<file path="config.mk">
export PLATFORM = sky130hd
export DESIGN_NAME = load_store_unit
export DESIGN_NICKNAME = d
export VERILOG_FILES = /design/src/rtl/load_store_unit.sv
export SDC_FILE = /design/constraint.sdc
export NUM_CORES = 1
export LEC_CHECK = 0
export BUFFER_PORTS_ARGS = -buffer_cell sky130_fd_sc_hd__buf_2
export CORE_ASPECT_RATIO = 1.2
export CORE_MARGIN = 2
export CORE_UTILIZATION = 53
export DETAILED_ROUTE_END_ITERATION = 6
export PLACE_DENSITY = 0.85
export SLEW_MARGIN = 25
export SYNTH_ARGS = -nofsm -noshare
export SYNTH_HDL_FRONTEND = slang
export SYNTH_SLANG_ARGS = --single-unit
</file>
<file path="constraint.sdc">
create_clock -name clk -period 2.3 [get_ports clk]
set_input_delay 0.46 -clock clk [delete_from_list [all_inputs] [get_ports clk]]
set_output_delay 0.46 -clock clk [all_outputs]
set_load 0.02 [all_outputs]
</file>
<file path="src/rtl/load_store_unit.sv">
// load_store_unit: single-outstanding load/store initiator for the core data bus.
// Requests are accepted only in IDLE; the bus access is held for BUS_WAIT extra
// cycles before bus_read/bus_exception are sampled, and the extended result is
// returned as a one-cycle rsp_valid pulse that coincides with the unit being
// ready again.
// Optional feature macro: LSU_MISALIGN_TRAP_EN (misaligned requests skip the bus
// and respond with rsp_misalign=1 instead of being silently aligned).
module load_store_unit #(
    parameter int BUS_WAIT = 0
) (
    input  logic        clk,
    input  logic        rst,
    input  logic        req_valid,
    output logic        req_ready,
    input  logic        req_store,
    input  logic [1:0]  req_size,
    input  logic        req_unsigned,
    input  logic [31:0] req_addr,
    input  logic [31:0] req_wdata,
    output logic        rsp_valid,
    output logic [31:0] rsp_rdata,
    output logic        rsp_fault,
    output logic        rsp_misalign,
    output logic        bus_rw,
    output logic [1:0]  bus_len,
    output logic [31:0] bus_addr,
    output logic [31:0] bus_write,
    input  logic [31:0] bus_read,
    input  logic        bus_exception
);

    typedef enum logic [1:0] {S_IDLE, S_ACCESS, S_WAIT, S_RESP} state_t;

    state_t      r_state;
    state_t      w_nextState;
    logic        r_store;
    logic        r_unsigned;
    logic        r_trap;
    logic        r_excSample;
    logic [1:0]  r_len;
    logic [3:0]  r_waitCnt;
    logic [31:0] r_readSample;

    logic        w_trap;
    logic        w_sample;
    logic [1:0]  w_len;
    logic [31:0] w_addr;
    logic [31:0] w_wdata;
    logic [31:0] w_loadData;

`ifdef LSU_MISALIGN_TRAP_EN
    assign w_trap = ((req_size == 2'd1) && req_addr[0]) ||
                    ((req_size == 2'd2) && (req_addr[1:0] != 2'b00)) ||
                    (req_size == 2'd3);
`else
    assign w_trap = 1'b0;
`endif

    assign req_ready = (r_state == S_IDLE);

    // Size 3 is treated as a word access; low address bits are dropped to align.
    assign w_len  = (req_size == 2'd3) ? 2'd2 : req_size;
    assign w_addr = (w_len == 2'd2) ? {req_addr[31:2], 2'b00} :
                    (w_len == 2'd1) ? {req_addr[31:1], 1'b0}  : req_addr;

    // The bus only ever sees the bytes that belong to the access size.
    assign w_wdata = (w_len == 2'd0) ? {24'b0, req_wdata[7:0]}  :
                     (w_len == 2'd1) ? {16'b0, req_wdata[15:0]} : req_wdata;

    // Sampling happens in the last cycle the access is held on the bus.
    assign w_sample = ((r_state == S_ACCESS) && (BUS_WAIT == 0)) ||
                      ((r_state == S_WAIT) && (r_waitCnt == 4'd0));

    // Extend the sampled read data according to the latched size and signedness.
    always_comb begin
        w_loadData = r_readSample;
        case (r_len)
            2'd0: w_loadData = r_unsigned ? {24'b0, r_readSample[7:0]}
                                          : {{24{r_readSample[7]}}, r_readSample[7:0]};
            2'd1: w_loadData = r_unsigned ? {16'b0, r_readSample[15:0]}
                                          : {{16{r_readSample[15]}}, r_readSample[15:0]};
            default: w_loadData = r_readSample;
        endcase
    end

    // State register.
    always_ff @(posedge clk) begin
        if (rst) r_state <= S_IDLE;
        else     r_state <= w_nextState;
    end

    // Next-state selection; trapped requests bypass the bus entirely.
    always_comb begin
        w_nextState = r_state;
        case (r_state)
            S_IDLE:   if (req_valid) w_nextState = w_trap ? S_RESP : S_ACCESS;
            S_ACCESS: w_nextState = w_sample ? S_RESP : S_WAIT;
            S_WAIT:   w_nextState = w_sample ? S_RESP : S_WAIT;
            S_RESP:   w_nextState = S_IDLE;
            default:  w_nextState = S_IDLE;
        endcase
    end

    // Request latch, registered bus outputs, wait counter and response registers.
    always_ff @(posedge clk) begin
        if (rst) begin
            r_store      <= 1'b0;
            r_unsigned   <= 1'b0;
            r_trap       <= 1'b0;
            r_excSample  <= 1'b0;
            r_len        <= 2'd0;
            r_waitCnt    <= 4'd0;
            r_readSample <= 32'd0;
            bus_rw       <= 1'b0;
            bus_len      <= 2'd0;
            bus_addr     <= 32'd0;
            bus_write    <= 32'd0;
            rsp_valid    <= 1'b0;
            rsp_rdata    <= 32'd0;
            rsp_fault    <= 1'b0;
            rsp_misalign <= 1'b0;
        end else begin
            rsp_valid    <= 1'b0;
            rsp_rdata    <= 32'd0;
            rsp_fault    <= 1'b0;
            rsp_misalign <= 1'b0;
            case (r_state)
                S_IDLE: begin
                    if (req_valid) begin
                        r_store    <= req_store;
                        r_unsigned <= req_unsigned;
                        r_len      <= w_len;
                        r_trap     <= w_trap;
                        if (!w_trap) begin
                            bus_rw    <= req_store;
                            bus_len   <= w_len;
                            bus_addr  <= w_addr;
                            bus_write <= w_wdata;
                        end
                    end
                end
                S_ACCESS, S_WAIT: begin
                    if (w_sample) begin
                        r_readSample <= bus_read;
                        r_excSample  <= bus_exception;
                        bus_rw       <= 1'b0;
                    end else if (r_state == S_ACCESS) begin
                        r_waitCnt <= 4'(BUS_WAIT - 1);
                    end else begin
                        r_waitCnt <= r_waitCnt - 4'd1;
                    end
                end
                S_RESP: begin
                    rsp_valid    <= 1'b1;
                    rsp_misalign <= r_trap;
                    rsp_fault    <= !r_trap && r_excSample;
                    rsp_rdata    <= (r_trap || r_store || r_excSample) ? 32'd0 : w_loadData;
                end
                default: ;
            endcase
        end
    end

endmodule

</file>
==> flow_summary.yaml, run 1 <==
yosys:
  synth.avg_cell_area_sq_um: 9.18
  synth.area.top_cells: "dfxtp_1 (52%), nand2_1 (8.7%), nand2b_1 (7.6%), mux2i_1 (6.6%), a21oi_1 (6.2%)"
  synth.most_common_cell: "dfxtp_1"
  syn-num-nets: 704
  syn_inst: 594
  synth_cell_types: 37
  yosysTopAreaCell: "dfxtp_1"
  synth_top_area_share_pct: 52.1
  synth_ff_type: "dfxtp_1"
  seq_area_frac_synth_pct: 52.1
  yosysWarningCount: 0
  synth-edff-count: 0
  synth-seq-cells: 142
  synth_commonest_cells: "dfxtp_1 (142), nand2_1 (126), a21oi_1 (68)"
  syn_area_sq_mm: 0.00545
  async_flop_share_pct: 0
cts:
  cts_setup_buffers: 0
  clk_pin_slew_ps: 60
  numCtsBuffers: 17
  clock_latency_ps: 410
  ctsResizeCount: 0
  cts_max_level: 4
  cts_buffer_depth: 2
  clock_sinks: 142
  cts_hold_buf: 0
  cts-root-buf: "clkbuf_16"
  cts_tree: "yes"
drt:
  vias: 4617
  post-route-drc-count: 0
  wl_per_cell_um: 13.8
  dr.pass1.iters: 4
  antenna_left: 0
  routed_wl_um: 12600
  avgViaCountPerCell: 5.05
  first_iter_violations: 158
die:
  coreArea_sq_mm: 0.0100
  core.rowCount: 40
  start_util_pct: 54.5
  die-height_um: 115
  die-area_sq_mm: 0.0111
  io_pins: 207
  die_x_um: 96.6
worst_setup_path:
  crit_fanout: 8
  start_kind: "flop"
  worst_r2r_endpoint: "r_waitCnt[3]"
  rr_startpoint: "r_state[1]"
  required_ps: 2590
  r2r_slack_ps: 430
  cp.arrival_ps: 2160
  crit_path_end: "r_waitCnt[3]"
  path_class: "flop to flop"
  crit_start: "r_state[1]"
  r2r.worst_path.cells: 5
  critPathCaptureType: "flop"
timing:
  max_slew.worst_pin.slew_ps: 770
  fmax_ghz: 0.534
  finalCriticalPeriod_ps: 1870
  tns_ps: 0
  relSlewSlack_pct: 48.7
  skew_ps: 9.56
  rsz0062_at_grt: "false"
  period_share_pct: 81.4
  drv_slew: 0
  hold_viol_final: 0
  finalSetupViolCount: 0
global_routing:
  gr-usage-all-layers_pct: 22.4
  grt.overflow.total: 0
  grt_pass1_vias: 4451
  grt_max_degree: 69
  grt_pass1_wl_um: 20300
  antenna_found_initial: 0
power_and_ir_drop:
  p_leak_nw: 3.10
  max-vdd-ir-drop_v: 0.000832
  powerDensity_mw_per_mm2: 1130
hold_path:
  hold_class: "input port to flop"
outcome:
  status: "finished clean"
layout:
  drive_gt1_share_pct: 33.9
  synthToLayoutAreaGrowth_pct: 28.8
  final_cell_area_sq_mm: 0.00703
  antenna_cells: 0
  nNetsFinal: 887
job:
  drv_cap: 0
place:
  placed_cell_area_sq_mm: 0.00645
  portBuffers: 205
  dp_hpwl_um: 8800
  gp_congestion: 0.764
metal layers:
| layer | global-route usage [%] | up-vias | share of wire [%] |
|---|---|---|---|
| met1 | 26.3 | 2121 | 41 |
| met2 | 37.5 | 179 | 49 |
| met4 | 7.79 | 0 | 1.1 |
| met5 | 0 | - | 0 |
| li1 | - | 2303 | - |
| met3 | 9.12 | 14 | 8.7 |
flip-flops by register name, summed over array words and instances, names as in the netlist:
register and count:
bus_rw 1, r_readSample 32, rsp_fault 1, r_excSample 1, r_len 2, bus_addr 32
r_waitCnt 4, bus_write 32, r_store 1, r_unsigned 1, rsp_rdata 32, rsp_valid 1
r_state 2
layout make-up:
class | count | area (sq um)
clock buffer | 18 | 429
clock inverter | 12 | 148
timing repair buffer | 212 | 1120
fill | 779 | 2980
sequential | 142 | 2840
inverter | 7 | 26.3
multi-input combinational | 397 | 2300
tap | 126 | 158
power breakdown:
part / total [W] / internal (W) / switching [W]
sequential: 0.00310 / 0.00287 / 0.000231
clock: 0.00268 / 0.00168 / 0.000998
combinational: 0.00216 / 0.000833 / 0.00133
total: 0.00794 / 0.00538 / 0.00255
placed cells by master (no fill, tap or decap), types with 3 or more instances in the layout:
master / Yosys / layout
buf_4: 3 / 5
a22oi_1: 8 / 8
a21oi_1: 68 / 68
dfxtp_1: 142 / 142
nand3_1: 20 / 20
mux2i_1: 36 / 36
buf_2: 15 / 204
nand2b_1: 66 / 66
inv_1: 7 / 7
a21oi_2: 20 / 20
buf_12: 0 / 3
bufinv_16: 0 / 3
ha_1: 6 / 6
clkinv_2: 0 / 5
nand2_1: 126 / 125
nor2b_1: 3 / 3
nor2_1: 13 / 13
clkbuf_16: 0 / 17
and2_1: 10 / 9
stage by stage:
stage	instances	util [%]	hold slack, ps	total power, W	setup slack [ps]
6_report	914	70.2	284	0.00794	428
5_1_grt	914	70.2	271	0.00835	285
4_1_cts	914	70.2	262	0.00800	445
3_5_place_dp	884	64.4	443	0.00531	484
3_3_place_gp	884	64.4	436	0.00520	592
2_1_floorplan	594	-	431	0.00475	759
critical path, stage by stage (launching register included):
cell,delay (ps)
dfxtp_1,380
inv_1,80
ha_1,390
nor2b_1,460
nand3_1,160
mux2_2,290
worst min-delay path by stage:
| stage | start | to | cells past startpoint | slack, ps |
|---|---|---|---|---|
| finish | req_addr[9] | bus_addr[9] | 3 | 280 |
| global route | req_addr[22] | bus_addr[22] | 3 | 270 |
| CTS | req_addr[25] | bus_addr[25] | 3 | 260 |
| detailed placement | bus_addr[25] | bus_addr[25] | 2 | 440 |
| global placement | bus_write[18] | bus_write[18] | 2 | 440 |
| floorplan | r_readSample[0] | rsp_rdata[0] | 1 | 430 |
cells by family after synthesis:
| kind of cell | Yosys count | synth area share, % |
|---|---|---|
| AOI/OAI and AO/OA | 104 | 11.8 |
| buffers and inverters | 55 | 5.71 |
| muxes | 37 | 6.81 |
| other | 1 | 0.0688 |
| adders and majority gates | 6 | 1.38 |
| and+or+nand+nor | 249 | 22.1 |
| DFF | 142 | 52.1 |
Power figures use the tool's default switching activity.
==> run 2, diff against run 1 <==
--- a/config.mk
+++ b/config.mk
@@ -8,9 +8,9 @@
 export BUFFER_PORTS_ARGS = -buffer_cell sky130_fd_sc_hd__buf_2
 export CORE_ASPECT_RATIO = 1.2
 export CORE_MARGIN = 2
-export CORE_UTILIZATION = 53
+export CORE_UTILIZATION = 49
 export DETAILED_ROUTE_END_ITERATION = 6
-export PLACE_DENSITY = 0.85
+export PLACE_DENSITY = 0.8
 export SLEW_MARGIN = 25
 export SYNTH_ARGS = -nofsm -noshare
 export SYNTH_HDL_FRONTEND = slang
==> constraint.sdc (replaced) <==
create_clock -name clk -period 1.78 [get_ports clk]
set_input_delay 0.356 -clock clk [delete_from_list [all_inputs] [get_ports clk]]
set_output_delay 0.356 -clock clk [all_outputs]
set_load 0.02 [all_outputs]
==> run 2 against run 1 <==
  * Count of clock-buffer cells in the layout is 1 higher
  * Register-to-register slack got worse by 340 ps
  * Design area is 1.5% higher
  * Critical path depth increased by 1
  * Non-clock buffer count rose by 4
  * First-iteration DRC count is 3.2% higher
  * Combinational power rose by 35%
  * Sequential power rose by 29%
  * Largest power group unchanged
  * Largest cell class unchanged
  * Routed wire length grew 0.12%
  * Worst setup slack got worse by 340 ps
==> flow_summary.yaml, run 2 (synthesis results as in run 1) <==
outcome:
  status: "finished clean"
power_and_ir_drop:
  p_leak_nw: 3.13
  clock_power_share_pct: 34.1
  p_int_w: 0.00711
  combPwrFrac_pct: 27.8
  powerDensity_mw_per_mm2: 1470
  netSwitchingFraction_pct: 32.1
  netSwitchingPower_w: 0.00337
  max-vdd-ir-drop_v: 0.000642
  sequentialPowerShare_pct: 38.1
worst_setup_path:
  r2r.worst_path.cells: 6
  start_kind: "flop"
  critPathCaptureType: "flop"
  path_class: "flop to flop"
  cp.arrival_ps: 2000
  crit_fanout: 7
  required_ps: 2090
cts:
  cts_tree: "yes"
  clock_sinks: 142
  cts_buffer_depth: 2
  cts_setup_buffers: 0
  numCtsBuffers: 17
  cts_hold_buf: 0
  cts_max_level: 4
  ctsResizeCount: 0
  clock_latency_ps: 410
  clk_pin_slew_ps: 60
  cts-root-buf: "clkbuf_16"
layout:
  synthToLayoutAreaGrowth_pct: 30.7
  final_cell_mix: "buf_2 (204), dfxtp_1 (142), nand2_1 (125)"
  nNetsFinal: 891
  nFillCells: 899
  mostFrequentLayoutCell: "buf_2"
  regArea_sq_mm: 0.00284
  multi_input_comb_area_sq_mm: 0.00231
  final_cells: 926
  drive_gt1_share_pct: 34.6
  antenna_cells: 0
global_routing:
  grt_pass1_vias: 4485
  grt.overflow.total: 0
  gr-usage-all-layers_pct: 21.2
  grt_max_degree: 144
  antenna_found_initial: 1
  grt_pass1_wl_um: 20500
timing:
  drv_slew: 0
  period_share_pct: 95.1
  relSlewSlack_pct: 48.8
  finalSetupViolCount: 0
  max_slew.worst_pin.slew_ps: 768
  skew_ps: 4.70
  finalCriticalPeriod_ps: 1690
  hold_ws_ps: 181
  fmax_ghz: 0.591
  hold_viol_final: 0
drt:
  dr.pass1.iters: 4
  first_iter_violations: 163
  avgViaCountPerCell: 5.02
  wl_per_cell_um: 13.7
  antenna_left: 0
  post-route-drc-count: 0
  routed_wl_um: 12700
  vias: 4645
die:
  die-height_um: 120
  core.rowCount: 42
  start_util_pct: 49.9
  coreArea_sq_mm: 0.0109
  io_pins: 207
  die-area_sq_mm: 0.0120
  die_x_um: 100
place:
  dp_hpwl_um: 8860
  dpl.cell_count: 894
  gp_congestion: 0.778
  portBuffers: 205
hold_path:
  hold_class: "input port to flop"
  worstHoldPathCells: 3
job:
  drv_cap: 0
-- run 2: layer usage --
layer / share of wire, % / global-route usage (%) / vias to the layer above
met4: 1.2 / 6.59 / 0
met2: 49 / 35.1 / 173
li1: - / - / 2316
met5: 0 / 0 / -
met1: 41 / 25.0 / 2142
met3: 9.1 / 8.39 / 14
-- run 2: layout make-up --
cell class,instances,share of cell area [%]
well taps,132,2.32
repair buffers,216,16.5
flip-flops and latches,142,39.9
clock buffers,19,6.21
multi-input cells,397,32.4
inverters,7,0.369
clock inverters,13,2.32
-- run 2: worst paths after layout --
kind | startpoint | slack (ps) | end
worst min-delay path | req_wdata[14] | 180 | bus_write[14]
worst max-delay path | r_state[1] | 90 | r_waitCnt[1]
worst max register to register | r_state[1] | 90 | r_waitCnt[1]
worst min register to register | bus_write[23] | 450 | bus_write[23]
-- run 2: stage by stage --
step / instance area, sq um / total power (W) / worst slack (ps) / utilization (%) / setup TNS, ps
detailed placement: 6510 / 0.00696 / 88.7 / 59.6 / 0
CTS: 7120 / 0.0106 / 28.1 / 65.1 / 0
finish: 7130 / 0.0105 / 87.8 / 65.2 / 0
global route: 7130 / 0.0111 / -40.3 / 65.2 / -40.3
floorplan: 5450 / 0.00614 / 239 / - / 0
global placement: 6510 / 0.00682 / 246 / 59.6 / 0
-- run 2: critical path: stages (launching register included) --
cell,delay (ps)
dfxtp_1,380
inv_1,80
ha_2,380
nor2b_1,210
buf_4,190
a21oi_1,80
a311oi_2,270
-- run 2: power by group through the flow --
stage               combinational [W]  clock, W  sequential [W]
finish                        0.00291   0.00357         0.00400
floorplan                     0.00183         0         0.00431
global placement              0.00278         0         0.00403
global route                  0.00319   0.00380         0.00407
CTS                           0.00291   0.00364         0.00400
detailed placement            0.00289         0         0.00406
